==> src/rtl/dcnt_pkg.sv <==
// Shared types and defaults for the sliced down counter.
// Latency: n/a (declarations only).
// Backpressure: n/a.
package dcnt_pkg;

    localparam int DCNT_WIDTH   = 16;
    localparam int DCNT_SLICE_W = 4;

    typedef enum logic [1:0] {
        IDLE    = 2'd0,
        RUN     = 2'd1,
        EXPIRED = 2'd2
    } dcnt_state_e;

endpackage

==> src/rtl/dcnt_slice.sv <==
// One slice of the decrement borrow chain: q = d - borrow_in.
// Latency: combinational.
// Backpressure: none; the borrow ripples to the next slice.
module dcnt_slice #(
    parameter int W = 4
) (
    input  logic [W-1:0] d,
    input  logic         borrow_in,
    output logic [W-1:0] q,
    output logic         borrow_out,
    output logic         zero_o
);

    assign zero_o     = (d == '0);
    assign q          = d - {{(W-1){1'b0}}, borrow_in};
    assign borrow_out = borrow_in & zero_o;

endmodule

==> src/rtl/down_counter16.sv <==
// Loadable down counter with IDLE/RUN/EXPIRED control and optional auto-reload.
// Latency: one cycle per decrement; expired_o registered one cycle after the step.
// Backpressure: counting stalls whenever enp_i or ent_i is low.
module down_counter16
    import dcnt_pkg::*;
#(
    parameter int WIDTH   = DCNT_WIDTH,
    parameter int SLICE_W = DCNT_SLICE_W
) (
    input  logic             clk,
    input  logic             rst,
    input  logic             load_i,
    input  logic [WIDTH-1:0] load_val_i,
    input  logic             enp_i,
    input  logic             ent_i,
    input  logic             start_i,
    input  logic             auto_reload_i,
    output logic [WIDTH-1:0] count_o,
    output logic             borrow_o,
    output logic             expired_o,
    output logic             busy_o
);

    localparam int N_SLICE = WIDTH / SLICE_W;

    dcnt_state_e      state_q, state_nxt;
    logic [WIDTH-1:0] count_q, count_nxt;
    logic [WIDTH-1:0] reload_q;
    logic [WIDTH-1:0] dec_val;
    logic             expired_q, expired_nxt;

    logic [N_SLICE:0]   borrow_chain;
    logic [N_SLICE-1:0] slice_zero;
    logic               count_zero;
    logic               underflow;
    logic               step;

    assign borrow_chain[0] = 1'b1;

    for (genvar g = 0; g < N_SLICE; g++) begin : g_slice
        dcnt_slice #(
            .W (SLICE_W)
        ) u_slice (
            .d          (count_q[g*SLICE_W +: SLICE_W]),
            .borrow_in  (borrow_chain[g]),
            .q          (dec_val[g*SLICE_W +: SLICE_W]),
            .borrow_out (borrow_chain[g+1]),
            .zero_o     (slice_zero[g])
        );
    end

    assign count_zero = &slice_zero;
    // A borrow escaping the top slice means this step would wrap: that is expiry.
    assign underflow  = borrow_chain[N_SLICE];
    assign step       = (state_q == RUN) && enp_i && ent_i;

    always_comb begin
        state_nxt   = state_q;
        count_nxt   = count_q;
        expired_nxt = 1'b0;
        case (state_q)
            IDLE: begin
                if (start_i) state_nxt = RUN;
            end
            RUN: begin
                if (step && underflow) begin
                    expired_nxt = 1'b1;
                    if (auto_reload_i) count_nxt = reload_q;
                    else               state_nxt = EXPIRED;
                end else if (step) begin
                    count_nxt = dec_val;
                end
            end
            EXPIRED: state_nxt = IDLE;
            default: state_nxt = IDLE;
        endcase
        // A load wins over any step taken in the same cycle, including an expiry.
        if (load_i) begin
            count_nxt   = load_val_i;
            expired_nxt = 1'b0;
            if (state_q == RUN) state_nxt = RUN;
        end
    end

    always_ff @(posedge clk) begin
        if (rst) begin
            state_q   <= IDLE;
            count_q   <= '0;
            reload_q  <= '0;
            expired_q <= 1'b0;
        end else begin
            state_q   <= state_nxt;
            count_q   <= count_nxt;
            expired_q <= expired_nxt;
            if (load_i) reload_q <= load_val_i;
        end
    end

    assign count_o   = count_q;
    assign borrow_o  = ent_i & count_zero;
    assign expired_o = expired_q;
    assign busy_o    = (state_q == RUN);

endmodule
==> config.mk <==
export PLATFORM = sky130hd
export DESIGN_NAME = down_counter16
export DESIGN_NICKNAME = d
export VERILOG_FILES = /design/src/rtl/dcnt_pkg.sv /design/src/rtl/dcnt_slice.sv /design/src/rtl/down_counter16.sv
export SDC_FILE = /design/constraint.sdc
export NUM_CORES = 1
export LEC_CHECK = 0
export ABC_AREA = 1
export BUFFER_PORTS_ARGS = -buffer_cell sky130_fd_sc_hd__buf_2
export CORE_ASPECT_RATIO = 1.4
export CORE_MARGIN = 2
export CORE_UTILIZATION = 56
export CTS_BUF_LIST = sky130_fd_sc_hd__clkbuf_2
export DETAILED_ROUTE_END_ITERATION = 10
export HOLD_SLACK_MARGIN = 0.08
export PLACE_DENSITY = 0.85
export SKIP_LAST_GASP = 1
export SLEW_MARGIN = 20
export SYNTH_ARGS = -nofsm -noshare
export SYNTH_HDL_FRONTEND = slang
export SYNTH_SLANG_ARGS = --single-unit
==> constraint.sdc <==
create_clock -name clk -period 1.9 [get_ports clk]
set_input_delay 0.19 -clock clk [delete_from_list [all_inputs] [get_ports clk]]
set_output_delay 0.19 -clock clk [all_outputs]
set_load 0.01 [all_outputs]
==> metrics.yaml <==
pwr:
  power.density_nw_per_um2: 657.1
  ir_drop_mv: 0.5129
  power_leakage_nw: 1.177
  finalPower_mw: 1.606
clock_network:
  clockBufferDepth: 2
  cts.htree.levels: 2
  cts_tree: "yes"
  cts-buffers-inserted: 5
  cts.sinks: 35
  clk_latency_ns: 0.38
  root_buffer: "clkbuf_2"
  clkTransAtPathRegs_ns: 0.18
floorplan:
  dieArea_sq_um: 3957
  floorplan.die.width_um: 53.74
  core_sq_um: 3347
  std_cell_rows: 25
  start_util_pct: 57.94
  ios: 42
  die_h_um: 73.63
routing:
  dr.pass1.iters: 5
  postRouteAntennaNets: 0
  wl_mm: 4.813
  drc_errors: 0
  drt_first_iter_violations: 48
  wire_per_inst_um: 12.94
  viasPerCell: 5.435
  num_vias: 2022
placed_design:
  io_buffers: 41
  place.gp.congestion: 0.8008
  hpwl_mm: 3.061
  dp.cells: 349
sta:
  setup_tns_ns: 0
  hold-worst-slack_ns: 0.1020
  worstMarginPinSlew_ns: 0.3193
  drv_slew: 0
  hold_viol: 0
  fin_skew_ns: 0.01896
  period_minus_slack_ns: 1.841
  fmax_mhz: 543.3
  rsz0062_at_grt: "true"
  fin_crit_sh_pct: 96.88
  setup_viol: 0
  slew-limit-headroom_pct: 78.64
critical_path:
  path_max_fanout: 4
  arrival_ns: 2.12
  path_class: "reg -> reg"
  reg2reg_slack_ns: 0.06
  critPathCaptureType: "register"
  cp_data_required_time_ns: 2.18
  startpoint_type: "register"
global_routing:
  grt_start_max_net_pins: 24
  grt.total_usage_pct: 25.74
  grt_antenna_before_repair: 0
  grt_pass1_vias: 1829
  overflow: 0
  grt_pass1_wl_mm: 7.555
cells_and_area:
  drive_gt1_share_pct: 27.71
  num-fill-cells: 270
  final_util_pct: 73.05
  layout_commonest_cell: "nand2_1"
  n_antenna_cell: 0
  final_cell_count_no_fill: 372
  syn2layout_area_growth_pct: 26.06
  final_cell_mix: "59 x nand2_1, 41 x buf_2, 32 x dfxtp_1"
  nets: 364
yosys:
  synthFlopType: "dfxtp_1"
  syn-num-nets: 302
  synthArstFlopShare_pct: 0
  synth_cells: 271
  yosys_warnings: 0
  synth_top_area_share_pct: 36.13
  ys_seq_area_share_pct: 36.13
  synth_cell_types: 29
  avgSynthCellArea_sq_um: 7.156
  synth_seq_cells: 35
  syn_area_sq_um: 1939
  synth-edff-count: 0
  synthTopCellsByArea: "dfxtp_1 36%, nand2_1 12%, a21oi_1 5.7%, inv_1 5.6%, nor2_1 5.6%"
  yosys.area.top_type: "dfxtp_1"
status:
  status: "completed"
worst_hold_path:
  holdCritPathClass: "in -> reg"
run:
  max_cap_viol_count: 0
kinds of logic (layout without fill, tap and decap cells):
| family | count (synthesis) | after routing | synth area share (%) |
|---|---|---|---|
| fa+ha+maj | 8 | 8 | 5.161 |
| simple gates | 123 | 123 | 28.13 |
| buf+inv | 44 | 105 | 9.612 |
| xor+xnor | 5 | 5 | 2.258 |
| compound gates | 56 | 56 | 18.71 |
| flops | 35 | 35 | 36.13 |
report_power, final:
part / internal [mW] / total, mW / switching [mW]
registers: 0.785 / 0.824 / 0.0386
logic: 0.203 / 0.460 / 0.258
clock network: 0.0832 / 0.322 / 0.239
total: 1.07 / 1.61 / 0.535
repair_timing:
item / in CTS / in global routing
endpoints found under the setup margin: 0 / 5
endpoints found under the hold margin: 15 / 1
hold buffers: 15 / 1
resized for setup: 0 / 16
setup buffers: 0 / 1
cell usage after synthesis, types with 4 or more instances:
cell and n:
a21oi_1 22, a21oi_2 4, buf_2 5, clkbuf_1 5, dfxtp_1 35, ha_1 8
inv_1 29, nand2_1 60, nand3_1 14, nor2_1 29, nor2_2 8, o211ai_1 11
o21ai_0 4, o21bai_1 8
critical path, cell delays in order (launching register included):
cell,delay [ns]
dfxtp_1,0.39
nor2_2,0.17
nand2_2,0.12
nor4_4,0.22
ha_2,0.22
ha_1,0.16
a21oi_1,0.07
o21a_1,0.11
nand2_1,0.06
o211ai_1,0.09
nor2_1,0.09
nor2_1,0.04
registers in the layout, summed over array words and instances, names as in the netlist:
| register | count |
|---|---|
| count_o | 16 |
| expired_o | 1 |
| reload_q | 16 |
| state_q | 2 |
stage by stage:
stage          cell area, sq um  setup WS [ns]
3_5_place_dp               2200        0.05539
4_1_cts                    2380        0.04031
3_3_place_gp               2200         0.1204
5_1_grt                    2445       -0.05291
2_1_floorplan              1939         0.1311
6_report                   2445        0.05929
worst paths after layout:
| check | startpoint | endpoint | cells after the start |
|---|---|---|---|
| worst max-delay path | count_o[5]$_SDFFE_PP0P_ | count_o[14]$_SDFFE_PP0P_ | 11 |
| worst min-delay path | load_val_i[15] | reload_q[15]$_SDFFE_PP0P_ | 3 |
| worst max register to register | count_o[5]$_SDFFE_PP0P_ | count_o[14]$_SDFFE_PP0P_ | 11 |
| worst min register to register | state_q[1]$_SDFF_PP0_ | state_q[0]$_SDFF_PP0_ | 1 |
layout make-up:
class	count	area (sq um)	area share, %
timing repair buffer	68	447.9	18.32
sequential	35	704.4	28.81
multi-input combinational	192	1096	44.83
tap	40	50.05	2.047
clock buffer	6	30.03	1.228
inverter	31	116.4	4.759
layer usage:
| metal | up-vias | track usage, % | routed length (um) |
|---|---|---|---|
| li1 | 1003 | - | - |
| met1 | 940 | 28.26 | 1942 |
| met2 | 67 | 45.80 | 2545 |
| met3 | 12 | 5.894 | 213 |
| met4 | 0 | 10.54 | 111 |
| met5 | - | 0 | 0 |
Note: power is estimated with default switching activity, not from simulation.
